$ cat src/rtl/split_ctrl_pkg.sv
// Shared types and default sizes for the 2-way splitter route controller.
package split_ctrl_pkg;

    // Default packet and destination field widths
    localparam int DEF_DATA_W  = 11;
    localparam int DEF_DEST_W  = 4;
    localparam int DEF_CREDITS = 4;
    localparam int DEF_CNT_W   = 16;

    // Sequencer states: wait for a packet, wait for credit, push token, push packet
    typedef enum logic [1:0] {
        IDLE      = 2'd0,
        WAIT_CRED = 2'd1,
        SEND_CTRL = 2'd2,
        SEND_DATA = 2'd3
    } state_e;

    // Output select: 0 = eject locally, 1 = forward
    typedef logic sel_t;

endpackage

$ cat src/rtl/credit_counter.sv
// Per-output credit counter tracking free slots in one downstream buffer.
// Starts full, drops by one when a packet is committed to this output and
// rises by one on each returned credit. A return that would exceed the
// buffer depth leaves the count alone and raises a sticky error flag.
module credit_counter
    import split_ctrl_pkg::*;
#(
    parameter int CREDITS = DEF_CREDITS,
    parameter int CRED_W  = $clog2(CREDITS + 1)
) (
    input  logic              clk,
    input  logic              reset,
    input  logic              inc,
    input  logic              dec,
    output logic [CRED_W-1:0] count,
    output logic              zero,
    output logic              overflow_err
);

    localparam logic [CRED_W-1:0] CRED_FULL = CRED_W'(CREDITS);

    // Credit count and sticky overflow flag; simultaneous inc and dec cancel out
    always_ff @(posedge clk or posedge reset) begin
        if (reset) begin
            count        <= CRED_FULL;
            overflow_err <= 1'b0;
        end else if (inc && !dec) begin
            if (count == CRED_FULL) begin
                overflow_err <= 1'b1;
            end else begin
                count <= count + 1'b1;
            end
        end else if (dec && !inc) begin
            if (count != '0) begin
                count <= count - 1'b1;
            end
        end
    end

    assign zero = (count == '0);

endmodule

$ cat src/rtl/split_2_route_ctrl.sv
// Route sequencer in front of a 2-way packet splitter.
// Takes one packet, decides eject (dest == MY_ADDR) or forward, reserves a
// downstream credit for that output, then hands the splitter the route token
// followed by the packet itself. Delivered packets are counted per output.
module split_2_route_ctrl
    import split_ctrl_pkg::*;
#(
    parameter int                 DATA_W  = DEF_DATA_W,
    parameter int                 DEST_W  = DEF_DEST_W,
    parameter logic [DEST_W-1:0]  MY_ADDR = '0,
    parameter int                 CREDITS = DEF_CREDITS,
    parameter int                 CNT_W   = DEF_CNT_W
) (
    input  logic              clk,
    input  logic              reset,
    input  logic [DATA_W-1:0] in_data,
    input  logic              in_valid,
    output logic              in_ready,
    output logic              ctrl_data,
    output logic              ctrl_valid,
    input  logic              ctrl_ready,
    output logic [DATA_W-1:0] dat_data,
    output logic              dat_valid,
    input  logic              dat_ready,
    input  logic [1:0]        credit_ret,
    output logic [CNT_W-1:0]  pkt_cnt0,
    output logic [CNT_W-1:0]  pkt_cnt1,
    output logic              credit_err,
    output logic              busy
);

    localparam int                CRED_W    = $clog2(CREDITS + 1);
    localparam logic [CRED_W-1:0] CRED_FULL = CRED_W'(CREDITS);

    state_e              state;
    state_e              state_next;
    logic [DATA_W-1:0]   pkt_q;
    sel_t                sel_q;
    sel_t                sel_in;
    sel_t                sel_cur;
    logic                enter_ctrl;
    logic [1:0]          cred_dec;
    logic [1:0]          cred_zero;
    logic [1:0]          cred_err;
    logic [CRED_W-1:0]   cred_cnt0;
    logic [CRED_W-1:0]   cred_cnt1;

    assign sel_in = sel_t'(in_data[DATA_W-1 -: DEST_W] != MY_ADDR);

    // A credit is taken from the chosen output only on the step into SEND_CTRL
    assign cred_dec[0] = enter_ctrl && (sel_cur == 1'b0);
    assign cred_dec[1] = enter_ctrl && (sel_cur == 1'b1);

    credit_counter #(
        .CREDITS (CREDITS),
        .CRED_W  (CRED_W)
    ) u_credit0 (
        .clk          (clk),
        .reset        (reset),
        .inc          (credit_ret[0]),
        .dec          (cred_dec[0]),
        .count        (cred_cnt0),
        .zero         (cred_zero[0]),
        .overflow_err (cred_err[0])
    );

    credit_counter #(
        .CREDITS (CREDITS),
        .CRED_W  (CRED_W)
    ) u_credit1 (
        .clk          (clk),
        .reset        (reset),
        .inc          (credit_ret[1]),
        .dec          (cred_dec[1]),
        .count        (cred_cnt1),
        .zero         (cred_zero[1]),
        .overflow_err (cred_err[1])
    );

    assign credit_err = |cred_err;

    // State register
    always_ff @(posedge clk or posedge reset) begin
        if (reset) begin
            state <= IDLE;
        end else begin
            state <= state_next;
        end
    end

    // Next-state logic; also decides which output is being charged a credit
    always_comb begin
        state_next = state;
        enter_ctrl = 1'b0;
        sel_cur    = sel_q;
        unique case (state)
            IDLE: begin
                if (in_valid) begin
                    sel_cur = sel_in;
                    if (!cred_zero[sel_in]) begin
                        state_next = SEND_CTRL;
                        enter_ctrl = 1'b1;
                    end else begin
                        state_next = WAIT_CRED;
                    end
                end
            end
            WAIT_CRED: begin
                if (!cred_zero[sel_q]) begin
                    state_next = SEND_CTRL;
                    enter_ctrl = 1'b1;
                end
            end
            SEND_CTRL: begin
                if (ctrl_ready) begin
                    state_next = SEND_DATA;
                end
            end
            SEND_DATA: begin
                if (dat_ready) begin
                    state_next = IDLE;
                end
            end
            default: begin
                state_next = IDLE;
            end
        endcase
    end

    // Handshake outputs driven purely from state so they hold steady until accepted
    always_comb begin
        in_ready   = 1'b0;
        ctrl_valid = 1'b0;
        ctrl_data  = 1'b0;
        dat_valid  = 1'b0;
        dat_data   = '0;
        unique case (state)
            IDLE: begin
                in_ready = !reset;
            end
            SEND_CTRL: begin
                ctrl_valid = 1'b1;
                ctrl_data  = sel_q;
            end
            SEND_DATA: begin
                dat_valid = 1'b1;
                dat_data  = pkt_q;
            end
            default: begin
            end
        endcase
    end

    assign busy = (state != IDLE);

    // Capture the packet and its route when it is accepted in IDLE
    always_ff @(posedge clk or posedge reset) begin
        if (reset) begin
            pkt_q <= '0;
            sel_q <= 1'b0;
        end else if ((state == IDLE) && in_valid) begin
            pkt_q <= in_data;
            sel_q <= sel_in;
        end
    end

    // Saturating delivered-packet counters, bumped on the data handshake
    always_ff @(posedge clk or posedge reset) begin
        if (reset) begin
            pkt_cnt0 <= '0;
            pkt_cnt1 <= '0;
        end else if ((state == SEND_DATA) && dat_ready) begin
            if (sel_q == 1'b0) begin
                if (pkt_cnt0 != '1) begin
                    pkt_cnt0 <= pkt_cnt0 + 1'b1;
                end
            end else begin
                if (pkt_cnt1 != '1) begin
                    pkt_cnt1 <= pkt_cnt1 + 1'b1;
                end
            end
        end
    end

    // Credit counts can never climb above the downstream buffer depth
    assert property (@(posedge clk) disable iff (reset)
        (cred_cnt0 <= CRED_FULL) && (cred_cnt1 <= CRED_FULL));

endmodule
$ cat config.mk
export PLATFORM = sky130hd
export DESIGN_NAME = split_2_route_ctrl
export DESIGN_NICKNAME = d
export VERILOG_FILES = /design/src/rtl/split_ctrl_pkg.sv /design/src/rtl/credit_counter.sv /design/src/rtl/split_2_route_ctrl.sv
export SDC_FILE = /design/constraint.sdc
export NUM_CORES = 1
export LEC_CHECK = 0
export BUFFER_PORTS_ARGS = -buffer_cell sky130_fd_sc_hd__buf_2
export CAP_MARGIN = 5
export CORE_MARGIN = 2
export CORE_UTILIZATION = 48
export DETAILED_ROUTE_END_ITERATION = 10
export GPL_TIMING_DRIVEN = 0
export PLACE_DENSITY = 0.79
export SYNTH_ARGS = -nofsm -noshare
export SYNTH_HDL_FRONTEND = slang
export SYNTH_SLANG_ARGS = --single-unit
$ cat constraint.sdc
create_clock -name clk -period 2.8 [get_ports clk]
set_clock_uncertainty 0.15 [all_clocks]
set_input_delay 0.14 -clock clk [delete_from_list [all_inputs] [get_ports clk]]
set_output_delay 0.14 -clock clk [all_outputs]
set_load 0.01 [all_outputs]
==> reports/qor.log, run 1 <==
[run_status] outcome finished, final reports clean
[logic_synthesis] Post-synth top cells dfrtp_1 (52), xnor2_1 (21), nand2_1 (19), nor2_1 (19)
[clock_network] TritonCTS clock tree built
[logic_synthesis] Net Count, Synth 295
[power] share of total power in sequential cells 41.5%
[logic_synthesis] Netlist cell types 53
[worst_hold_path] type of the most critical hold path in -> reg
[logic_synthesis] most common flop cell mapped by yosys dfrtp_1
[worst_setup_path] required time at the worst-slack endpoint 2830 ps
[finish] fraction of final layout cells sized beyond drive strength 1 30.2%
[floorplan] DIE WIDTH 81.2 um
[route] count of nets left with antenna violations after detail routing 0
[route] highest metal layer with signal wires met4
[logic_synthesis] number of enable flip-flop cells after synthesis 0
[finish] final layout net count 385
[logic_synthesis] share of flip-flops with an asynchronous set or reset 100%
[route] routed wire length per instance 14.1 um
[power] worst voltage drop across the vdd grid 0.411 mV
[route] routed metal-1 wirelength 2.62 mm
[route] DRC violation count after routing 0
[route] met2 wire len 3.17 mm
[worst_setup_path] worst-path maximum fanout 5
[clock_network] sinks on the clock net 54
[sta] worst slew margin relative to its limit 60.1%
[power] Leak 1.71 nW
[worst_setup_path] critical path capture point type flip-flop
[floorplan] total core area 5850 um^2
[logic_synthesis] portion of the post-synthesis area used by sequential elements 47.4%
[sta] max-slew violation total from the final report 0
[place] global placer's final weighted congestion 0.830
[finish] number of inserted diodes 0
[route] total wire length 6.12 mm
[worst_setup_path] Worst Path Arrival 2660 ps
[clock_network] maximum root-to-sink buffer count 2
[route] first drt pass iteration count 4
[logic_synthesis] leading cell type by number of instances after synthesis dfrtp_1
[power] clock network fraction of design power 18.5%
[power] switching power summed over all nets 0.00103 W
[worst_setup_path] element type at the critical path start input pin
[sta] Min Clock Period, post-route 2630 ps
[logic_synthesis] mean instance size in the synthesized netlist 10.7 um^2
[route] Via-to-Cell Ratio 5.48
[power] total power per unit cell area 793 nW/um^2
[grt] number of global-route vias before repair 2294
[power] part of the power in combinational logic 40.0%
[grt] aggregate global-route resource usage 19.4%
[finish] area growth from synthesis to layout 26.1%
[grt] residual overflow from global routing 0
[power] internal power of the cells 0.00183 W
[grt] first-pass GRT wire length 10.1 mm
[clock_network] total CTS buffers 5
[logic_synthesis] synthesized instance count 268
[floorplan] vertical die dimension 81.2 um
[route] via count of the routed design 2374
[sta] final hold viol count 0
[clock_network] clock latency on the worst-skew pair 300 ps
[floorplan] die footprint 6590 um^2
[clock_network] clock-pin slew on the worst setup and hold paths 90 ps
[logic_synthesis] top cells by area in the synthesized netlist dfrtp_1 (46%), xnor2_1 (6.4%), mux2_2 (5.5%)
[place] detailed placement HPWL 4.30 mm
[finish] Layout Cell Area excl Fill 3600 um^2
[route] initial detailed-routing violation count 96
[floorplan] number of core rows 28
[clock_network] deepest level of the CTS H-tree 2
[logic_synthesis] number of warnings issued by yosys 0
[finish] count of filler cells inserted in the layout 473
[floorplan] Boundary Pins 67
[logic_synthesis] cell area after technology mapping 2860 um^2
[place] post-placement cell area 3290 um^2
[logic_synthesis] Yosys top cell area share 45.5%
[worst_setup_path] type of the worst setup path in -> reg
[run] Max Cap Viol 0
[route] met3 wire len 253 um
[power] switching fraction of total power 36.1%
[place] count of buffers from port buffering 64
[sta] Period Utilization, post-route 94.0%
[grt] initial antenna violation count 0
[sta] slew of the pin with the lowest slew margin 590 ps
[logic_synthesis] number of register bits inferred by synthesis 54
[sta] final sum of negative setup slack 0 ps
[floorplan] initial core utilization 48.8%
[clock_network] clock root buffer master clkbuf_8
[sta] highest achievable clock rate 380 MHz
[grt] largest net degree at the start of global routing 39
[logic_synthesis] area leader, netlist dfrtp_1
[sta] Final setup violation count 0
==> worst max-delay path, cell delays in order <==
cell and delay (ps):
dlygate4sd3_1 530, buf_2 150, nor4_4 260, buf_4 180
buf_4 130, nand3_1 70, o32a_1 380, nand2_1 130
fa_2 440, inv_1 60, o211a_1 150, a211oi_2 50
==> power groups by stage <==
stage	sequential (W)	clock (W)	combinational, W
after CTS	0.00118	0.000548	0.00111
after detailed placement	0.00119	0	0.00107
after floorplan	0.00116	0	0.000775
after global placement	0.00118	0	0.00102
after global routing	0.00122	0.000582	0.00128
final	0.00119	0.000530	0.00114
==> per-layer routing <==
layer	track usage (%)	vias up
met5	0	-
met3	3.56	13
met1	24.1	1156
met2	34.6	60
met4	5.08	0
li1	-	1145
==> layout make-up <==
type                       count  area, um^2  area share [%]
tap                           75        93.8            2.60
sequential                    54        1350            37.6
multi-input combinational    198        1480            41.0
clock buffer                   6        82.6            2.29
clock inverter                 1        30.0           0.833
buffer                         5        18.8           0.521
inverter                      11        41.3            1.15
timing repair buffer          83         508            14.1
==> final timing paths <==
check	to	cells past startpoint	slack [ps]	startpoint
hold / removal	u_credit1.count[2]	2	120	credit_ret[1]
setup reg to reg	u_credit0.count[1]	10	200	state[0]
setup / recovery	u_credit0.count[1]	12	170	in_data[9]
max in group asynchronous	u_credit1.count[2]	4	1660	reset
min in group asynchronous	pkt_cnt1[4]	3	240	reset
hold reg to reg	u_credit1.overflow_err	1	320	u_credit1.overflow_err
==> cell usage in the layout (no fill, tap or decap), drive strengths merged, types with 7 or more instances in the layout <==
master	n
nand4	14
mux2	14
xor2	11
dlygate4sd3	13
buf	72
and2	13
clkbuf	9
nand2	19
nand3	9
inv	11
ha	7
dfrtp	52
xnor2	21
nor2	19
==> registers in the layout (all words and copies together) (netlist names) <==
name / cells
u_credit0.overflow_err: 1
state: 2
sel_q: 1
u_credit0.count: 3
u_credit1.count: 3
pkt_cnt1: 16
pkt_q: 11
u_credit1.overflow_err: 1
pkt_cnt0: 16
==> stage by stage <==
stage          utilization [%]  setup WS, ps  hold slack [ps]  std cells  total power, W
6_report                  61.6           168              120        433         0.00286
5_1_grt                   61.6         -6.70              168        433         0.00309
4_1_cts                   60.7          11.9              101        430         0.00283
3_5_place_dp              56.3          -178             20.2        408         0.00226
3_3_place_gp              55.9          -127              222        407         0.00220
2_1_floorplan                -           142              100        268         0.00194
==> what timing repair did <==
| item | in CTS | in global routing |
|---|---|---|
| pin swaps | 2 | 1 |
| endpoints found under the hold margin | 27 | 0 |
| endpoints found under the setup margin | 3 | 3 |
| resized for setup | 0 | 8 |
| hold buffers | 13 | 0 |
| setup buffers | 2 | 3 |
==> logic make-up after synthesis <==
group / count (synthesis) / synth area share (%)
AO/OA/AOI/OAI: 41 / 11.4
flip-flops: 54 / 47.4
AND/OR/NAND/NOR: 101 / 19.0
multiplexers: 15 / 5.87
buffers and inverters: 16 / 2.10
XOR/XNOR: 32 / 9.81
adder cells (fa/ha/maj): 9 / 4.47
Note: power is estimated with default switching activity, not from simulation.
==> run 2: changes to the inputs <==
--- a/config.mk
+++ b/config.mk
@@ -5,13 +5,14 @@
 export SDC_FILE = /design/constraint.sdc
 export NUM_CORES = 1
 export LEC_CHECK = 0
+export ABC_AREA = 1
 export BUFFER_PORTS_ARGS = -buffer_cell sky130_fd_sc_hd__buf_2
 export CAP_MARGIN = 5
 export CORE_MARGIN = 2
-export CORE_UTILIZATION = 48
+export CORE_UTILIZATION = 54
 export DETAILED_ROUTE_END_ITERATION = 10
 export GPL_TIMING_DRIVEN = 0
-export PLACE_DENSITY = 0.79
+export PLACE_DENSITY = 0.84
 export SYNTH_ARGS = -nofsm -noshare
 export SYNTH_HDL_FRONTEND = slang
 export SYNTH_SLANG_ARGS = --single-unit
==> constraint.sdc (replaced) <==
create_clock -name clk -period 2.88 [get_ports clk]
set_clock_uncertainty 0.15 [all_clocks]
set_input_delay 0.144 -clock clk [delete_from_list [all_inputs] [get_ports clk]]
set_output_delay 0.144 -clock clk [all_outputs]
set_load 0.01 [all_outputs]
==> reports/qor.log, run 2 <==
[run_status] outcome finished, final reports clean
[worst_setup_path] Cell Chain, Critical Path inv_1 -> ha_1 -> nand2_1 -> o21ai_0 -> inv_1 -> nand2_1 -> nand2_1 -> fa_1 -> nand3b_1 -> nand3_1 -> nand2_1 -> nand2_1
[finish] final layout net count 470 [+22%]
[floorplan] total core area 5140 um^2 [-12%]
[logic_synthesis] dominant combinational cell family by area after synthesis simple AND/OR/NAND/NOR gates
[logic_synthesis] xor and xnor area share after synthesis 9.64% [-0.16 points]
[route] routed wire length per instance 12.4 um [-12%]
[grt] first-pass GRT wire length 11.0 mm [+9.1%]
[sta] final hold viol count 0 [unchanged]
[run] Max Cap Viol 0 [unchanged]
[place] count of buffers from port buffering 66 [+3.1%]
[worst_setup_path] Worst Reg2Reg Path Length in Cells 12 [+2]
[place] detailed placement HPWL 4.51 mm [+5.0%]
[sta] Period Utilization, post-route 91.4%
[power] total power per unit cell area 724 nW/um^2 [-8.7%]
[worst_setup_path] element type at the critical path start flip-flop
[worst_setup_path] required time at the worst-slack endpoint 2990 ps [+160 ps]
[logic_synthesis] number of register bits inferred by synthesis 54 [unchanged]
[floorplan] number of core rows 26 [-7.1%]
[power] worst voltage drop across the vdd grid 0.430 mV [+4.7%]
[finish] number of standard cells in the final layout excluding fillers 514 [+19%]
[logic_synthesis] top cells by area in the synthesized netlist dfrtp_1 (45%), nand2_1 (15%), xor2_1 (6.3%)
[grt] initial antenna violation count 0 [unchanged]
[route] initial detailed-routing violation count 144 [+50%]
[logic_synthesis] Simple-Gate Fraction of Synth Area 29.6% [+11 points]
[floorplan] vertical die dimension 77.4 um [-4.7%]
[worst_setup_path] Worst path max stage delay 430 ps [-100 ps]
[sta] Min Clock Period, post-route 2630 ps
[logic_synthesis] Post-synth top cells nand2_1 (117), dfrtp_1 (52), inv_1 (47)
[logic_synthesis] multiplexer area fraction after synthesis 0% [-5.9 points]
[logic_synthesis] area leader, netlist dfrtp_1
[logic_synthesis] most common flop cell mapped by yosys dfrtp_1
[worst_hold_path] depth of the worst hold-timing path 3 [+1]
[logic_synthesis] cell area after technology mapping 2910 um^2 [+1.7%]
[clock_network] clock latency on the worst-skew pair 310 ps [about the same]
[logic_synthesis] synthesized-area fraction occupied by ao, oa, aoi and oai cells 2.54% [-8.8 points]
[worst_setup_path] critical path capture point type flip-flop
[place] global placer's final weighted congestion 0.901 [+8.5%]
[sta] worst hold margin 51.4 ps [-69.0 ps]
[logic_synthesis] portion of the post-synthesis area used by sequential elements 46.6% [-0.80 points]
[logic_synthesis] adder-cell area share of the yosys netlist 4.39% [-0.075 points]
[grt] residual overflow from global routing 0 [unchanged]
[clock_network] TritonCTS clock tree built
[logic_synthesis] leading cell type by number of instances after synthesis nand2_1
[finish] area growth from synthesis to layout 22.3%
[finish] leading registers by flop count pkt_cnt0: 16 flops, pkt_cnt1: 16 flops, pkt_q: 11 flops
[route] first drt pass iteration count 4 [unchanged]
[worst_setup_path] launch instance of the worst register-to-register path state[0]
[logic_synthesis] number of warnings issued by yosys 0 [unchanged]
[floorplan] die footprint 5990 um^2 [-9.1%]
[grt] aggregate global-route resource usage 22.9% [+3.5 points]
[worst_setup_path] type of the worst setup path reg -> reg
[route] DRC violation count after routing 0 [unchanged]
[logic_synthesis] mean instance size in the synthesized netlist 8.14 um^2 [-24%]
[logic_synthesis] Net Count, Synth 384 [+30%]
[sta] final sum of negative setup slack 0 ps [unchanged]
[finish] fraction of final layout cells sized beyond drive strength 1 20.9% [-9.2 points]
[worst_setup_path] most numerous cell on the critical path nand2_1
[finish] most common library cell in the layout ignoring fill and taps nand2_1
[logic_synthesis] number of enable flip-flop cells after synthesis 0 [unchanged]
[logic_synthesis] Netlist cell types 29 [-45%]
[worst_hold_path] type of the most critical hold path in -> reg
[grt] largest net degree at the start of global routing 30 [-23%]
[worst_hold_path] start point of the worst hold path credit_ret[0]
[floorplan] Boundary Pins 67 [unchanged]
[worst_setup_path] minimum setup slack among reg-to-reg paths 250 ps [+50 ps]
[clock_network] maximum root-to-sink buffer count 2 [unchanged]
[sta] max-slew violation total from the final report 0 [unchanged]
[sta] RSZ-0062 raised after global routing no
[sta] highest achievable clock rate 380 MHz
[worst_setup_path] library cell contributing the largest single delay on the critical path dfrtp_1
[floorplan] DIE WIDTH 77.4 um [-4.7%]
[clock_network] clock-pin slew on the worst setup and hold paths 100 ps [about the same]
[logic_synthesis] share of flip-flops with an asynchronous set or reset 100% [unchanged]
[floorplan] initial core utilization 56.5% [+7.7 points]
[place] placed insts 494 [+21%]
[clock_network] deepest level of the CTS H-tree 2 [unchanged]
[sta] Final setup violation count 0 [unchanged]
[worst_setup_path] terminus of the critical flop-to-flop path u_credit1.count[2]
[finish] top library cells by usage in the layout, fill and taps aside nand2_1 (117), buf_2 (67), dfrtp_1 (52)
[worst_setup_path] Worst Path Arrival 2740 ps [+80 ps]
[power] Leak 1.96 nW [+14%]
[clock_network] clock root buffer master clkbuf_8
[route] Via-to-Cell Ratio 4.96 [-9.6%]
[route] total wire length 6.40 mm [+4.6%]
[grt] number of global-route vias before repair 2578 [+12%]
[sta] worst slew margin relative to its limit 60.4% [+0.27 points]
[sta] slew of the pin with the lowest slew margin 593 ps [+2.89 ps]
[finish] number of inserted diodes 0 [unchanged]
[worst_hold_path] worst-case hold path end point u_credit0.overflow_err
[logic_synthesis] Yosys top cell area share 44.8% [-0.76 points]
[worst_setup_path] worst-path maximum fanout 5 [unchanged]
[route] count of nets left with antenna violations after detail routing 0 [unchanged]
[clock_network] sinks on the clock net 54 [unchanged]
[clock_network] total CTS buffers 5 [unchanged]
[route] via count of the routed design 2548 [+7.3%]
[logic_synthesis] synthesized instance count 357 [+33%]
[clock_network] Resized Gates After CTS 0 [unchanged]
-- run 2: worst max path at each step --
| stage | from | endpoint | cells past startpoint |
|---|---|---|---|
| 2_1_floorplan | state[0] | u_credit1.count[2] | 12 |
| 3_3_place_gp | state[0] | u_credit1.count[2] | 12 |
| 3_5_place_dp | state[0] | u_credit1.count[2] | 12 |
| 4_1_cts | state[0] | u_credit1.count[2] | 12 |
| 5_1_grt | state[0] | u_credit1.count[2] | 12 |
| 6_report | state[0] | u_credit1.count[2] | 12 |
-- run 2: layout make-up --
cell class,count,area [um^2]
buffer,5,27.5
inverter,48,183
sequential,54,1350
timing repair buffer,79,470
tap,70,87.6
clock buffer,7,86.3
clock inverter,1,5.00
multi-input combinational,250,1340
fill,425,1580
-- run 2: metrics by stage --
stage	utilization (%)	area (um^2)	setup WS, ps	power, W
3_3_place_gp	64.7	3320	477	0.00206
5_1_grt	69.2	3560	69.1	0.00279
2_1_floorplan	-	2910	677	0.00180
6_report	69.2	3560	247	0.00258
3_5_place_dp	65.1	3340	336	0.00212
4_1_cts	69.2	3560	306	0.00258
-- run 2: power by group --
group	switching, W	internal (W)
clock	0.000242	0.000195
sequential	0.000168	0.000960
combinational	0.000624	0.000388
total	0.00103	0.00154
-- run 2: worst max-delay path, delay by kind of cell (launching register included) --
kind / cells / cell delay (ps)
buffers and inverters: 2 / 240
DFF: 1 / 430
adders and majority gates: 2 / 600
and+or+nand+nor: 7 / 820
AOI/OAI and AO/OA: 1 / 340
-- run 2: kinds of logic after synthesis --
family | Yosys count
flops | 54
xor+xnor | 32
simple gates | 195
compound gates | 14
fa+ha+maj | 9
buf+inv | 53
-- run 2: what timing repair did --
action | 4_1_cts | 5_1_grt
hold endpoints to repair | 35 | 0
setup buffers | 0 | 0
hold buffers | 12 | 0
setup endpoints to repair | 0 | 0
-- run 2: metal layers --
| layer | track usage [%] | share of wire, % | wire (um) | vias up |
|---|---|---|---|---|
| met5 | 0 | 0 | 0 | - |
| met4 | 7.68 | 1.3 | 81 | 0 |
| met3 | 3.49 | 4.3 | 276 | 8 |
| met2 | 41.0 | 52 | 3300 | 66 |
| met1 | 28.1 | 43 | 2740 | 1205 |
| li1 | - | - | - | 1269 |
==> run 3: changes to the inputs <==
--- a/config.mk
+++ b/config.mk
@@ -10,6 +10,7 @@
 export CAP_MARGIN = 5
 export CORE_MARGIN = 2
 export CORE_UTILIZATION = 54
+export CTS_BUF_LIST = sky130_fd_sc_hd__clkbuf_4 sky130_fd_sc_hd__clkbuf_8 sky130_fd_sc_hd__clkbuf_16
 export DETAILED_ROUTE_END_ITERATION = 10
 export GPL_TIMING_DRIVEN = 0
 export PLACE_DENSITY = 0.84
==> reports/qor.log, run 3 (synthesis results as in run 2) <==
[clock_network] cts-stage hold buffer count 12 [unchanged]
[run] Max Cap Viol 0 [unchanged]
[grt] number of global-route vias before repair 2578 [unchanged]
[sta] Final setup violation count 0 [unchanged]
[finish] number of inserted diodes 0 [unchanged]
[worst_setup_path] worst-path maximum fanout 5 [unchanged]
[grt] residual overflow from global routing 0 [unchanged]
[finish] most common library cell in the layout ignoring fill and taps nand2_1
[floorplan] initial core utilization 56.5% [unchanged]
[route] first drt pass iteration count 4 [unchanged]
[finish] leading registers by flop count pkt_cnt0: 16 flops, pkt_cnt1: 16 flops, pkt_q: 11 flops
[floorplan] DIE WIDTH 77.4 um [unchanged]
[route] count of nets left with antenna violations after detail routing 0 [unchanged]
[finish] final layout net count 470 [unchanged]
[route] Via-to-Cell Ratio 4.93 [-0.51%]
[worst_setup_path] critical path capture point u_credit1.count[2]
[sta] Setup WS post-layout 250 ps [+2.77 ps]
[sta] slew of the pin with the lowest slew margin 603 ps [+10.4 ps]
[worst_setup_path] type of the worst setup path reg -> reg
[worst_setup_path] launch instance of the worst register-to-register path state[0]
[finish] count of filler cells inserted in the layout 424 [-0.24%]
[finish] fraction of final layout cells sized beyond drive strength 1 21.2% [+0.23 points]
[place] Setup Slack @ Placement 336 ps [unchanged]
[floorplan] die footprint 5990 um^2 [unchanged]
[place] global placer's final weighted congestion 0.901 [unchanged]
[worst_setup_path] critical path capture point type flip-flop
[finish] area of combinational cells with multiple inputs 1340 um^2 [unchanged]
[place] detailed placement HPWL 4.51 mm [unchanged]
[floorplan] vertical die dimension 77.4 um [unchanged]
[grt] aggregate global-route resource usage 22.9% [unchanged]
[finish] Seq. cell area 1350 um^2 [unchanged]
[power] total power per unit cell area 726 nW/um^2 [+0.24%]
[power] worst voltage drop across the vdd grid 0.431 mV [+0.19%]
[floorplan] number of core rows 26 [unchanged]
[worst_setup_path] Worst Reg2Reg Path Length in Cells 12 [unchanged]
[grt] initial antenna violation count 0 [unchanged]
[worst_hold_path] type of the most critical hold path in -> reg
[route] DRC violation count after routing 0 [unchanged]
[grt] first-pass GRT wire length 11.0 mm [unchanged]
[grt] largest net degree at the start of global routing 30 [unchanged]
[sta] highest achievable clock rate 380 MHz [+0.11%]
[clock_network] deepest level of the CTS H-tree 2 [unchanged]
[worst_setup_path] minimum setup slack among reg-to-reg paths 250 ps [about the same]
[route] initial detailed-routing violation count 155 [+7.6%]
[sta] final hold viol count 0 [unchanged]
[finish] area growth from synthesis to layout 22.5%
[clock_network] TritonCTS clock tree built
[power] Leak 1.96 nW [+0.17%]
[clock_network] total CTS buffers 5 [unchanged]
[finish] top library cells by usage in the layout, fill and taps aside nand2_1 (117), buf_2 (67), dfrtp_1 (52)
[route] via count of the routed design 2535 [-0.51%]
[run_status] outcome finished, final reports clean
[floorplan] Boundary Pins 67 [unchanged]
[sta] final sum of negative setup slack 0 ps [unchanged]
[clock_network] sinks on the clock net 54 [unchanged]
[worst_setup_path] required time at the worst-slack endpoint 2990 ps [about the same]
[clock_network] clock root buffer master clkbuf_8
[clock_network] clock latency on the worst-skew pair 310 ps [about the same]
[worst_setup_path] element type at the critical path start flip-flop
[route] routed wire length per instance 12.5 um [+0.27%]
[sta] Min Clock Period, post-route 2630 ps [-2.77 ps]
[worst_setup_path] terminus of the critical flop-to-flop path u_credit1.count[2]
[sta] worst slew margin relative to its limit 59.7% [-0.70 points]
[worst_setup_path] Worst Path Arrival 2740 ps [about the same]
[clock_network] clock-pin slew on the worst setup and hold paths 100 ps [about the same]
[worst_hold_path] depth of the worst hold-timing path 3 [unchanged]
[clock_network] Post-CTS Repair Setup Buffers 0 [unchanged]
[sta] Period Utilization, post-route 91.3% [-0.096 points]
[clock_network] maximum root-to-sink buffer count 2 [unchanged]
[sta] RSZ-0062 raised after global routing no
[worst_setup_path] crit path from state[0]
[route] total wire length 6.41 mm [+0.27%]
[sta] max-slew violation total from the final report 0 [unchanged]
[place] count of buffers from port buffering 66 [unchanged]
[floorplan] total core area 5140 um^2 [unchanged]
[clock_network] Resized Gates After CTS 0 [unchanged]
[run 3: cell counts in the layout (fill, tap and decap cells not counted)]
No cell type changed its count.
[run 3: per-stage QoR]
stage          utilization [%]  hold slack [ps]  total power (W)  cell area [um^2]  instances
4_1_cts                   69.3             38.0          0.00259              3560        514
6_report                  69.3             51.3          0.00258              3560        514
3_3_place_gp              64.7              188          0.00206              3320        493
2_1_floorplan                -              104          0.00180              2910        357
5_1_grt                   69.3             49.3          0.00280              3560        514
3_5_place_dp              65.1              115          0.00212              3340        494
[run 3: worst max-delay path, cell delays in order, from the launching register on]
cell	delay (ps)
dfrtp_1	430
inv_1	120
ha_1	190
nand2_1	140
o21ai_0	340
inv_1	120
nand2_1	120
nand2_1	120
fa_1	410
nand3b_1	210
nand3_1	110
nand2_1	60
nand2_1	60
[run 3: area by class of cell]
cell class / count / share of cell area, %
plain buffers: 5 / 0.773
clock buffers: 7 / 2.53
clock inverters: 1 / 0.141
inverters: 48 / 5.13
multi-input cells: 250 / 37.7
flip-flops and latches: 54 / 38.0
well taps: 70 / 2.46
repair buffers: 79 / 13.2
[run 3: layer usage]
layer  global-route usage [%]  routed length, um  vias up
met3                     3.49                254        9
met5                        0                  0        -
li1                         -                  -     1267
met4                     7.68                 89        0
met1                     28.1               2780     1200
met2                     41.0               3290       59
[run 3: worst min path at each step]
stage,slack (ps),from,endpoint
after floorplan,100,in_data[0],pkt_q[0]
after global placement,190,in_data[5],pkt_q[5]
after detailed placement,120,reset,pkt_q[9]
after CTS,40,credit_ret[0],u_credit0.overflow_err
after global routing,50,credit_ret[0],u_credit0.overflow_err
final,50,credit_ret[0],u_credit0.overflow_err
[run 3: report_power, final]
part,total [W],switching [W],internal [W]
Sequential,0.00113,0.000169,0.000960
Clock,0.000445,0.000241,0.000204
Combinational,0.00101,0.000623,0.000387
